===== src/rtl/rank_responder.sv =====
// Rank table with in-order request/response path, a bypass for an idle FIFO and a request FIFO otherwise.
// Optional drop counter built only with RANK_RESPONDER_DROPCNT_EN defined.
module rank_responder #(
  parameter int N     = 4,
  parameter int WIDTH = 16,
  parameter int DEPTH = 4
) (
  input  logic                 clk,
  input  logic                 reset,
  input  logic [N*WIDTH-1:0]   nodeWeight,
  input  logic [5:0]           request,
  output logic [WIDTH+5:0]     response,
  input  logic                 updValid,
  input  logic [4:0]           updIdx,
  input  logic [WIDTH-1:0]     updVal,
  output logic                 full,
  output logic [7:0]           dropCount
);

  localparam int PW = $clog2(DEPTH);
  localparam int CW = $clog2(DEPTH + 1);
  localparam logic [CW-1:0] DEPTH_C = CW'(DEPTH);

  logic [WIDTH-1:0] table_q [N];
  logic [4:0]       fifo_q  [DEPTH];
  logic [PW-1:0]    rd_ptr_q, rd_ptr_d;
  logic [PW-1:0]    wr_ptr_q, wr_ptr_d;
  logic [CW-1:0]    cnt_q, cnt_d;
  logic [WIDTH+5:0] rsp_q, rsp_d;

  logic             req_vld;
  logic [4:0]       req_idx;
  logic             wr_en;
  logic             fifo_empty, fifo_full;
  logic             pop, bypass, push, serve;
  logic [4:0]       serve_idx;
  logic [WIDTH-1:0] rd_val;

  assign req_vld = request[5];
  assign req_idx = request[4:0];
  // Out-of-range updates never claim the table port, so a read can still go out.
  assign wr_en   = updValid && (int'(updIdx) < N);

  always_comb begin
    fifo_empty = (cnt_q == '0);
    fifo_full  = (cnt_q == DEPTH_C);
    pop        = !wr_en && !fifo_empty;
    bypass     = !wr_en && fifo_empty && req_vld;
    push       = req_vld && !bypass && (!fifo_full || pop);
    serve      = pop || bypass;
    serve_idx  = pop ? fifo_q[rd_ptr_q] : req_idx;

    rd_val = '0;
    for (int i = 0; i < N; i++) begin
      if (serve_idx == 5'(i)) rd_val = table_q[i];
    end

    rd_ptr_d = rd_ptr_q + PW'(pop);
    wr_ptr_d = wr_ptr_q + PW'(push);
    cnt_d    = cnt_q;
    if (push && !pop)      cnt_d = cnt_q + 1'b1;
    else if (pop && !push) cnt_d = cnt_q - 1'b1;

    rsp_d = '0;
    if (serve) rsp_d = {1'b1, serve_idx, rd_val};
  end

  always_ff @(posedge clk) begin
    if (reset) begin
      for (int i = 0; i < N; i++) table_q[i] <= nodeWeight[i*WIDTH +: WIDTH];
      rd_ptr_q <= '0;
      wr_ptr_q <= '0;
      cnt_q    <= '0;
      rsp_q    <= '0;
    end else begin
      for (int i = 0; i < N; i++) begin
        if (wr_en && (updIdx == 5'(i))) table_q[i] <= updVal;
      end
      rd_ptr_q <= rd_ptr_d;
      wr_ptr_q <= wr_ptr_d;
      cnt_q    <= cnt_d;
      rsp_q    <= rsp_d;
    end
  end

  // Queue storage holds only indices and needs no reset: the count gates every read.
  always_ff @(posedge clk) begin
    if (!reset && push) fifo_q[wr_ptr_q] <= req_idx;
  end

  assign response = rsp_q;
  assign full     = fifo_full;

`ifdef RANK_RESPONDER_DROPCNT_EN
  logic       drop;
  logic [7:0] drop_cnt_q, drop_cnt_d;

  always_comb begin
    drop       = req_vld && !bypass && fifo_full && !pop;
    drop_cnt_d = drop_cnt_q;
    if (drop && (drop_cnt_q != 8'hFF)) drop_cnt_d = drop_cnt_q + 8'd1;
  end

  always_ff @(posedge clk) begin
    if (reset) drop_cnt_q <= '0;
    else       drop_cnt_q <= drop_cnt_d;
  end

  assign dropCount = drop_cnt_q;
`else
  assign dropCount = 8'd0;
`endif

endmodule


===== config.mk =====
export PLATFORM = sky130hd
export DESIGN_NAME = rank_responder
export DESIGN_NICKNAME = d
export VERILOG_FILES = /design/src/rtl/rank_responder.sv
export SDC_FILE = /design/constraint.sdc
export NUM_CORES = 1
export LEC_CHECK = 0
export ABC_AREA = 1
export BUFFER_PORTS_ARGS = -buffer_cell sky130_fd_sc_hd__buf_2
export CORE_MARGIN = 5
export CORE_UTILIZATION = 45
export DETAILED_ROUTE_END_ITERATION = 6
export PLACE_DENSITY_LB_ADDON = 0.05
export SYNTH_ARGS = -nofsm -noshare
export SYNTH_HDL_FRONTEND = slang
export SYNTH_SLANG_ARGS = --single-unit

===== constraint.sdc =====
create_clock -name clk -period 6 [get_ports clk]
set_input_delay 1.2 -clock clk [delete_from_list [all_inputs] [get_ports clk]]
set_output_delay 1.2 -clock clk [all_outputs]
set_load 0.01 [all_outputs]

==> results of run 1 <==
-- power groups by stage --
stage	sequential [uW]	combinational (uW)	clock, uW
after floorplan	1020	701	0
after global routing	1010	981	986
final	1000	881	935
after global placement	1020	860	0
after detailed placement	1020	878	0
after CTS	1000	881	949
-- metal layers --
| metal | global-route usage | up-vias | routed length, um |
|---|---|---|---|
| met5 | 0 | - | 0 |
| met4 | 0.06586 | 0 | 204 |
| met3 | 0.04241 | 17 | 844 |
| met2 | 0.2797 | 160 | 5863 |
| met1 | 0.2793 | 1902 | 6373 |
| li1 | - | 2165 | - |
-- state kept, by name, summed over array words and instances, names as in the netlist --
name	cells
cnt_q	3
fifo_q	20
rd_ptr_q	2
response	22
table_q	64
wr_ptr_q	2
-- final timing paths --
| kind | from | to | slack (ps) | cells past startpoint |
|---|---|---|---|---|
| max | reset | table_q[3][4] | 2950 | 4 |
| min | table_q[3][4] | response[4] | 500 | 2 |
| min reg2reg | table_q[3][4] | response[4] | 500 | 2 |
| max reg2reg | rd_ptr_q[0] | response[2] | 3550 | 10 |
-- kinds of logic (layout without fill, tap and decap cells) --
kind of cell,after synthesis,count (layout),synth area share
other,1,8,0.0006936
DFF,113,113,0.5739
xor gates and xnor gates,2,2,0.003241
adders and majority gates,4,4,0.01065
and+or+nand+nor,262,262,0.2386
AOI/OAI and AO/OA,99,99,0.09535
buffers and inverters,91,202,0.07753
-- cell type report --
type | count | share of cell area
Clock buffer | 26 | 0.07632
Clock inverter | 6 | 0.008395
Inverter | 51 | 0.02919
Multi-Input combinational cell | 375 | 0.2929
Sequential cell | 113 | 0.4732
Tap cell | 147 | 0.02805
Timing Repair Buffer | 119 | 0.09197
-- tightest hold or removal path, cell delays in order (launching register included) --
cell                       delay [ps]
sky130_fd_sc_hd__edfxtp_1         310
sky130_fd_sc_hd__o21ai_1           60
sky130_fd_sc_hd__nor2_1            90
-- through the flow --
step | total power (uW) | instance area, sq um | util
2_1_floorplan | 1718 | 5433 | -
3_3_place_gp | 1876 | 6002 | 0.5039
3_5_place_dp | 1895 | 6002 | 0.5039
4_1_cts | 2833 | 6558 | 0.5505
5_1_grt | 2981 | 6558 | 0.5505
6_report | 2818 | 6558 | 0.5505
-- cell usage after synthesis, types with 2 or more instances --
cell type                    n  area, sq um
sky130_fd_sc_hd__buf_2      14        70.07
sky130_fd_sc_hd__edfxtp_1   84         2522
sky130_fd_sc_hd__o31ai_1     2        15.01
sky130_fd_sc_hd__nand4_1    50        312.8
sky130_fd_sc_hd__buf_6       2        22.52
sky130_fd_sc_hd__nor2_8      4        80.08
sky130_fd_sc_hd__o21ai_0    71        355.3
sky130_fd_sc_hd__nor2_1     45        168.9
sky130_fd_sc_hd__clkbuf_1   14        52.55
sky130_fd_sc_hd__o21ai_2     2        17.52
sky130_fd_sc_hd__nand3_1    11        55.05
sky130_fd_sc_hd__nand2_1   128        480.5
sky130_fd_sc_hd__inv_1      45        168.9
sky130_fd_sc_hd__o21ai_1    16        80.08
sky130_fd_sc_hd__a21oi_1     7        35.03
sky130_fd_sc_hd__nand2_4     3        33.78
sky130_fd_sc_hd__nand2_2     7        43.79
sky130_fd_sc_hd__nor3_1      6        30.03
sky130_fd_sc_hd__dfxtp_1    29        580.6
sky130_fd_sc_hd__xnor2_1     2        17.52
sky130_fd_sc_hd__ha_1        3        37.54
sky130_fd_sc_hd__buf_4       9        67.56
sky130_fd_sc_hd__inv_2       6        22.52
sky130_fd_sc_hd__nor2_4      4        45.04
==> flow_metrics.py, run 1 <==
metrics = {
    "run_status": {
        "result_of_the_run": "finished clean",
    },
    "final_layout": {
        "final_common_cell": "sky130_fd_sc_hd__nand2_1",
        "filler_cell_count": 1071,
        "combined_area_of_the_multi_input_logic_cells_sq_um": 1921,
        "total_nets_final": 775,
        "syn2layout_area_growth_pct": 21.29,
        "layout_common_cells": "sky130_fd_sc_hd__nand2_1 (128), sky130_fd_sc_hd__buf_2 (116), sky130_fd_sc_hd__edfxtp_1 (84)",
        "antennaDiodeCount": 0,
        "regArea_sq_um": 3103,
        "layout-drive-gt1-share": 0.2580,
        "finalNonFillerCells": 837,
    },
    "timing": {
        "timing.setup.tns_ps": 0,
        "hold_violations": 0,
        "layout_worst_path_cycle_share": 0.5077,
        "worst_pin_slew_ps": 1259,
        "timing.max_slew.rel_slack": 0.1605,
        "clock_skew_ps": 7.613,
        "setup_viol": 0,
        "maxSlewViolCount": 0,
        "final_critical_path_setup_slack_ps": 2954,
        "grt_setup_unrepaired": "no",
        "layout_min_cycle_time_ps": 3046,
        "fin_worst_hold_slack_ps": 497.6,
        "achievable-frequency_ghz": 0.3283,
    },
    "cts": {
        "tritoncts_num_sinks": 113,
        "cts_resized": 0,
        "cts_setup_buffers": 0,
        "cts-root-buf": "sky130_fd_sc_hd__clkbuf_16",
        "worst_setup_hold_path_clk_slew_ps": 50,
        "clk_path_buf_depth": 2,
        "cts_hold_buffers": 0,
        "cts_max_level": 4,
        "clk_latency_ps": 400,
        "cts-buffers-inserted": 17,
        "tritoncts_clock_tree": "done",
    },
    "placement": {
        "numPlacedInstances": 805,
        "port_buffers": 116,
        "globalplace.congestion": 0.8432,
        "dp_slack_ps": 2581,
        "final_hpwl_from_detailed_placement_mm": 9.752,
    },
    "yosys": {
        "synth_area_sq_um": 5406,
        "yosys_warnings": 0,
        "portion_of_the_post_synthesis_area_used_by_sequential_elements": 0.5739,
        "synthDistinctLibCells": 32,
        "synth-main-ff-cell": "sky130_fd_sc_hd__edfxtp_1",
        "post_synth_inst_count": 572,
        "ys_async_rst_share": 0,
        "synth_edf_count": 84,
        "synthesis.area_per_instance_sq_um": 9.452,
        "flip_flop_and_latch_count_after_synthesis": 113,
    },
    "power": {
        "power_frac_seq": 0.355,
        "power_switching_uw": 1005,
        "worst_voltage_drop_across_the_vdd_grid_v": 0.0001933,
        "power_report.internal_total_uw": 1813,
        "switching_portion_of_total_power": 0.3568,
        "power.static_leakage_uw": 0.003045,
        "comb_power_share": 0.313,
        "power_frac_clock": 0.332,
        "cellPowerDensity_nw_per_um2": 429.7,
    },
    "worst_setup_path": {
        "worst-endpoint-arrival_ps": 3210,
        "cp.buffers_inverters": 2,
        "crit_path_max_fanout": 32,
        "worst_setup_path_end_kind": "register",
        "critical-path-max-stage-delay_ps": 960,
        "critical_path_required_ps": 6170,
        "critical_path.cell_chain": "buf_2 > inv_1 > nand4_1 > o21ai_0",
        "cpLargestDelayFamily": "simple AND/OR/NAND/NOR gates",
        "critical-path-slowest-cell": "sky130_fd_sc_hd__nand4_1",
        "critical_path.startpoint_type": "input port",
        "worstSetupPathType": "input port to register",
    },
    "routing": {
        "drc": 0,
        "number_of_search_and_repair_iterations_in_the_first_detailed_routing_pass": 5,
        "route.detailed.wl_per_inst_um": 15.87,
        "final_antenna_net_count": 0,
        "drc_violation_total_after_the_first_tritonroute_iteration": 294,
        "wl_mm": 13.28,
        "avgViaCountPerCell": 5.070,
        "via_count": 4244,
    },
    "worst_hold_path": {
        "min-delay-path-class": "register to register",
    },
    "floorplanning": {
        "vertical_extent_of_the_die_um": 119.6,
        "fp.dieW_um": 119.6,
        "start_util": 0.4539,
        "placement_rows": 40,
        "standard_cell_core_area_sq_um": 11910,
        "top_level_ports": 125,
        "overall_die_area_sq_um": 14310,
    },
    "grt": {
        "grt_start_max_net_pins": 50,
        "grt-ovfl-total": 0,
        "grt_pass1_wl_mm": 20.94,
        "grt_pass1_vias": 4017,
        "number_of_antenna_violations_at_the_first_check_in_global_routing": 0,
        "grt_use_total": 0.1907,
    },
    "run": {
        "drv_cap": 0,
    },
}
Note: power is estimated with default switching activity, not from simulation.
==> run 2, diff against run 1 <==
==> constraint.sdc (replaced) <==
create_clock -name clk -period 3 [get_ports clk]
set_input_delay 0.6 -clock clk [delete_from_list [all_inputs] [get_ports clk]]
set_output_delay 0.6 -clock clk [all_outputs]
set_load 0.01 [all_outputs]
==> flow_metrics.py, run 2 (synthesized netlist as in run 1, its figures left out) <==
metrics = {
    "run_status": {
        "result_of_the_run": "finished clean",
    },
    "floorplanning": {
        "top_level_ports": 125,
        "vertical_extent_of_the_die_um": 119.6,
        "overall_die_area_sq_um": 14310,
        "standard_cell_core_area_sq_um": 11910,
        "start_util": 0.4539,
        "placement_rows": 40,
        "fp.dieW_um": 119.6,
    },
    "worst_setup_path": {
        "worstSetupPathType": "register to register",
        "crit_path_max_fanout": 32,
        "crit_top_cell": "sky130_fd_sc_hd__nand2_1",
        "reg2reg_setup_slack_ps": 670,
        "worst-endpoint-arrival_ps": 2630,
        "rr_worst_depth": 9,
        "critical_path_required_ps": 3300,
        "critical-path-max-stage-delay_ps": 600,
        "rr_startpoint": "rd_ptr_q[0]",
        "cpLargestDelayFamily": "simple AND/OR/NAND/NOR gates",
        "critical_path.startpoint_type": "register",
        "critical_path.cell_chain": "inv_2 > o21ai_0 > nand2_1 > nand2_1 > nand2_2 > nand3_4 > nand2_1 > nor2_1 > nor2_1",
        "critical-path-slowest-cell": "sky130_fd_sc_hd__dfxtp_1",
        "worst_setup_path_end_kind": "register",
        "cp.buffers_inverters": 1,
        "reg_to_reg_critical_path_endpoint": "response[1]",
    },
    "cts": {
        "cts_max_level": 4,
        "cts_setup_buffers": 0,
        "worst_setup_hold_path_clk_slew_ps": 50,
        "clk_path_buf_depth": 2,
        "cts-root-buf": "sky130_fd_sc_hd__clkbuf_16",
        "tritoncts_clock_tree": "done",
        "cts_resized": 0,
        "cts-buffers-inserted": 17,
        "clk_latency_ps": 410,
        "cts_hold_buffers": 0,
        "tritoncts_num_sinks": 113,
    },
    "final_layout": {
        "total_nets_final": 784,
        "filler_cell_count": 1099,
        "antennaDiodeCount": 0,
        "layout_common_cells": "sky130_fd_sc_hd__nand2_1 (128), sky130_fd_sc_hd__buf_2 (116), sky130_fd_sc_hd__edfxtp_1 (84)",
        "number_of_flip_flops_in_the_largest_register": 64,
        "syn2layout_area_growth_pct": 23.81,
        "final_common_cell": "sky130_fd_sc_hd__nand2_1",
        "layout-drive-gt1-share": 0.2732,
        "registers.top_by_ff_count": "table_q",
    },
    "timing": {
        "timing.setup.tns_ps": 0,
        "setup_viol": 0,
        "final_critical_path_setup_slack_ps": 674.4,
        "layout_worst_path_cycle_share": 0.7752,
        "clock_skew_ps": 5.838,
        "maxSlewViolCount": 0,
        "grt_setup_unrepaired": "no",
        "worst_pin_slew_ps": 1224,
        "achievable-frequency_ghz": 0.4300,
        "layout_min_cycle_time_ps": 2326,
        "hold_violations": 0,
        "timing.max_slew.rel_slack": 0.1840,
    },
    "routing": {
        "drc": 0,
        "route.detailed.wl_per_inst_um": 15.98,
        "final_antenna_net_count": 0,
        "avgViaCountPerCell": 5.132,
        "wl_mm": 13.52,
        "number_of_search_and_repair_iterations_in_the_first_detailed_routing_pass": 5,
        "via_count": 4342,
        "drc_violation_total_after_the_first_tritonroute_iteration": 400,
    },
    "grt": {
        "grt_pass1_wl_mm": 21.65,
        "grt-ovfl-total": 0,
        "grt_pass1_vias": 4094,
        "number_of_antenna_violations_at_the_first_check_in_global_routing": 0,
        "grt_start_max_net_pins": 49,
        "grt_use_total": 0.1965,
    },
    "worst_hold_path": {
        "worst_hold_path.num_cells": 1,
        "hold_end": "fifo_q[0][3]",
        "min-delay-path-class": "input port to register",
        "min-delay-start": "request[3]",
    },
    "power": {
        "cellPowerDensity_nw_per_um2": 878.7,
        "worst_voltage_drop_across_the_vdd_grid_v": 0.0004304,
        "power.static_leakage_uw": 0.003117,
    },
    "placement": {
        "port_buffers": 116,
        "final_hpwl_from_detailed_placement_mm": 9.792,
        "dp_slack_ps": 355.9,
        "globalplace.congestion": 0.8045,
    },
    "run": {
        "drv_cap": 0,
    },
}
## run 2: where the power goes
part | internal (uW) | switching [uW]
logic | 531 | 1260
registers | 1900 | 104
clock network | 1410 | 679
total | 3840 | 2040
## run 2: worst max-delay path by stage
stage                            from       endpoint  slack [ps]  depth (start not counted)
after global routing      rd_ptr_q[0]    response[1]         350                          9
after detailed placement    updIdx[4]       cnt_q[2]         360                         12
after floorplan             updIdx[3]  table_q[0][0]         430                          3
after CTS                 rd_ptr_q[0]    response[8]         680                         10
final                     rd_ptr_q[0]    response[1]         670                          9
after global placement      updIdx[4]       cnt_q[2]         380                         12
## run 2: worst register-to-register path, cell delays in order, from the launching register on
cell and delay, ps:
sky130_fd_sc_hd__dfxtp_1 600, sky130_fd_sc_hd__inv_2 190, sky130_fd_sc_hd__o21ai_0 270, sky130_fd_sc_hd__nand2_1 80
sky130_fd_sc_hd__nand2_1 70, sky130_fd_sc_hd__nand2_2 230, sky130_fd_sc_hd__nand3_4 420, sky130_fd_sc_hd__nand2_1 100
sky130_fd_sc_hd__nor2_1 200, sky130_fd_sc_hd__nor2_1 60
## run 2: final cells by class
type,count,area (sq um),area share
clock inverter,10,128.9,0.01925
timing repair buffer,128,670.6,0.1002
sequential,113,3103,0.4636
multi-input combinational,375,1921,0.2869
tap,147,183.9,0.02748
inverter,51,191.4,0.02860
clock buffer,22,495.5,0.07402
## run 2: stage by stage
stage                     instances    util  total power [uW]  hold slack [ps]  instance area (sq um)
after floorplan                 579       -              3436            473.3                   5433
after CTS                       846  0.5620              5914            428.7                   6694
after global placement          814  0.5096              3787            485.2                   6070
after global routing            846  0.5620              6213            442.0                   6694
final                           846  0.5620              5882            445.4                   6694
after detailed placement        814  0.5096              3818            489.2                   6070
## run 2: layer usage
metal	vias to the layer above	part of all wire	GRT usage
met2	162	0.44	0.2726
met5	-	0	0
met3	20	0.074	0.05514
li1	2175	-	-
met1	1985	0.47	0.2909
met4	0	0.019	0.07445
==> run 3, diff against run 2 <==
--- a/config.mk
+++ b/config.mk
@@ -5,7 +5,7 @@
 export SDC_FILE = /design/constraint.sdc
 export NUM_CORES = 1
 export LEC_CHECK = 0
-export ABC_AREA = 1
+export ABC_AREA = 0
 export BUFFER_PORTS_ARGS = -buffer_cell sky130_fd_sc_hd__buf_2
 export CORE_MARGIN = 5
 export CORE_UTILIZATION = 45
==> constraint.sdc (replaced) <==
create_clock -name clk -period 2.1 [get_ports clk]
set_input_delay 0.42 -clock clk [delete_from_list [all_inputs] [get_ports clk]]
set_output_delay 0.42 -clock clk [all_outputs]
set_load 0.01 [all_outputs]
==> flow_metrics.py, run 3 <==
metrics = {
    "yosys": {
        "ys_async_rst_share": 0,
        "netlist_top_cells_count": "sky130_fd_sc_hd__edfxtp_1 (84), sky130_fd_sc_hd__mux2_2 (53), sky130_fd_sc_hd__dfxtp_1 (29)",
        "post_synth_inst_count": 343,
        "synth_area_sq_um": 5101,
        "synth_top_area_share": 0.4945,
        "synth-main-ff-cell": "sky130_fd_sc_hd__edfxtp_1",
        "yosys_warnings": 0,
        "portion_of_the_post_synthesis_area_used_by_sequential_elements": 0.6083,
        "synth.largest_area_cell": "sky130_fd_sc_hd__edfxtp_1",
        "yosys-top-cells-area": "sky130_fd_sc_hd__edfxtp_1 (49%), sky130_fd_sc_hd__mux2_2 (12%), sky130_fd_sc_hd__dfxtp_1 (11%), sky130_fd_sc_hd__mux2i_1 (3.3%), sky130_fd_sc_hd__mux2_4 (2.9%)",
        "flip_flop_and_latch_count_after_synthesis": 113,
        "yosys.cell_count.top_type": "sky130_fd_sc_hd__edfxtp_1",
        "synth_edf_count": 84,
        "synthesis.area_per_instance_sq_um": 14.87,
        "synthDistinctLibCells": 47,
    },
    "worst_setup_path": {
        "reg_to_reg_critical_path_endpoint": "response[15]",
        "reg2reg_setup_slack_ps": 100,
        "worst_setup_path_end_kind": "register",
        "crit_path_max_fanout": 16,
        "rr_startpoint": "rd_ptr_q[0]",
        "worst-endpoint-arrival_ps": 2300,
        "critical_path_required_ps": 2400,
        "critical_path.startpoint_type": "register",
        "rr_worst_depth": 6,
        "worstSetupPathType": "register to register",
    },
    "worst_hold_path": {
        "hold_end": "fifo_q[2][1]",
        "min-delay-path-class": "input port to register",
        "worst_hold_path.num_cells": 1,
        "min-delay-start": "request[1]",
    },
    "timing": {
        "maxSlewViolCount": 0,
        "setup_viol": 0,
        "achievable-frequency_ghz": 0.5008,
        "clock_skew_ps": 11.48,
        "layout_min_cycle_time_ps": 1997,
        "fin_worst_hold_slack_ps": 251.5,
        "hold_violations": 0,
        "layout_worst_path_cycle_share": 0.9509,
    },
    "grt": {
        "grt-ovfl-total": 0,
        "grt_use_total": 0.1862,
        "number_of_antenna_violations_at_the_first_check_in_global_routing": 0,
        "grt_start_max_net_pins": 33,
        "grt_pass1_wl_mm": 18.44,
        "grt_pass1_vias": 3440,
    },
    "power": {
        "power_report.internal_total_uw": 5193,
        "power.static_leakage_uw": 0.002789,
        "power_frac_seq": 0.378,
        "fin_total_pwr_uw": 7364,
        "power_switching_uw": 2171,
        "cellPowerDensity_nw_per_um2": 1096,
        "worst_voltage_drop_across_the_vdd_grid_v": 0.001113,
        "switching_portion_of_total_power": 0.2948,
        "comb_power_share": 0.292,
        "power_frac_clock": 0.330,
    },
    "final_layout": {
        "layout_common_cells": "sky130_fd_sc_hd__buf_2 (116), sky130_fd_sc_hd__edfxtp_1 (84), sky130_fd_sc_hd__mux2_2 (53)",
        "registers.top_by_ff_count": "table_q",
        "total_nets_final": 594,
        "final_common_cell": "sky130_fd_sc_hd__buf_2",
        "layout-drive-gt1-share": 0.5462,
        "postLayoutCoreUtil": 0.6120,
        "finalNonFillerCells": 649,
        "filler_cell_count": 877,
        "antennaDiodeCount": 0,
        "number_of_flip_flops_in_the_largest_register": 64,
        "syn2layout_area_growth_pct": 31.76,
    },
    "cts": {
        "cts-root-buf": "sky130_fd_sc_hd__clkbuf_16",
        "cts_setup_buffers": 0,
        "tritoncts_clock_tree": "done",
        "cts_max_level": 4,
        "clk_latency_ps": 410,
        "clk_path_buf_depth": 2,
        "cts_hold_buffers": 0,
        "tritoncts_num_sinks": 113,
        "cts_resized": 0,
        "cts-buffers-inserted": 17,
        "worst_setup_hold_path_clk_slew_ps": 50,
    },
    "routing": {
        "drc": 0,
        "final_antenna_net_count": 0,
        "drc_violation_total_after_the_first_tritonroute_iteration": 208,
        "avgViaCountPerCell": 5.216,
        "number_of_search_and_repair_iterations_in_the_first_detailed_routing_pass": 4,
        "wl_mm": 12.08,
        "via_count": 3385,
        "route.detailed.wl_per_inst_um": 18.61,
    },
    "placement": {
        "globalplace.congestion": 0.8037,
        "numPlacedInstances": 617,
        "final_hpwl_from_detailed_placement_mm": 8.500,
        "port_buffers": 116,
    },
    "floorplanning": {
        "placement_rows": 38,
        "vertical_extent_of_the_die_um": 116.5,
        "overall_die_area_sq_um": 13570,
        "start_util": 0.4645,
        "standard_cell_core_area_sq_um": 10980,
        "top_level_ports": 125,
        "fp.dieW_um": 116.5,
    },
    "run_status": {
        "result_of_the_run": "finished clean",
    },
    "run": {
        "drv_cap": 0,
    },
}
-- run 3: per-layer routing --
layer | vias to the layer above | track usage | share of wire
met5 | - | 0 | 0
met4 | 0 | 0.07038 | 0.012
met3 | 13 | 0.05440 | 0.070
met2 | 106 | 0.2845 | 0.48
met1 | 1663 | 0.2521 | 0.44
li1 | 1603 | - | -
-- run 3: final cells by class --
cell class	count	area [sq um]	share of cell area
well taps	140	175.2	0.02606
repair buffers	154	1003	0.1493
inverters	4	15.01	0.002234
multi-input cells	206	1922	0.2859
clock buffers	22	454.2	0.06757
clock inverters	10	45.04	0.006701
flip-flops and latches	113	3107	0.4622
-- run 3: cell families (layout without fill, tap and decap cells) --
| family | after synthesis | after routing | share of synthesized area |
|---|---|---|---|
| buf+inv | 31 | 190 | 0.03556 |
| compound gates | 46 | 46 | 0.06770 |
| fa+ha+maj | 4 | 4 | 0.01128 |
| mux | 87 | 87 | 0.2068 |
| simple gates | 56 | 56 | 0.06107 |
| other cells | 1 | 8 | 0.0007351 |
| xor+xnor | 5 | 5 | 0.008586 |
| flops | 113 | 113 | 0.6083 |
-- run 3: power groups by stage --
| stage | Clock, uW | Combinational [uW] | Sequential (uW) |
|---|---|---|---|
| finish | 2430 | 2150 | 2790 |
| global placement | 0 | 2070 | 2810 |
| detailed placement | 0 | 2100 | 2820 |
| floorplan | 0 | 1240 | 2820 |
| CTS | 2470 | 2110 | 2780 |
| global route | 2590 | 2340 | 2810 |
-- run 3: through the flow --
step	cell area [sq um]	TNS, ps	worst slack (ps)
2_1_floorplan	5165	-4575	-346.0
3_3_place_gp	6181	-7583	-253.5
3_5_place_dp	6181	-8706	-332.3
4_1_cts	6680	0	44.13
5_1_grt	6721	-34.12	-19.81
6_report	6721	0	103.1
-- run 3: worst max-delay path by stage --
| stage | to | start | depth (start not counted) |
|---|---|---|---|
| detailed placement | cnt_q[2] | updIdx[2] | 10 |
| global placement | cnt_q[2] | updIdx[2] | 10 |
| global route | response[15] | rd_ptr_q[0] | 6 |
| finish | response[15] | rd_ptr_q[0] | 6 |
| CTS | response[15] | rd_ptr_q[0] | 6 |
| floorplan | cnt_q[2] | updIdx[2] | 9 |
-- run 3: worst max-delay path, cell delays in order (launching register included) --
cell and delay (ps):
sky130_fd_sc_hd__dfxtp_1 350, sky130_fd_sc_hd__buf_12 130, sky130_fd_sc_hd__mux4_2 540, sky130_fd_sc_hd__nor4_2 320
sky130_fd_sc_hd__o21ai_2 130, sky130_fd_sc_hd__buf_12 170, sky130_fd_sc_hd__a221oi_1 250
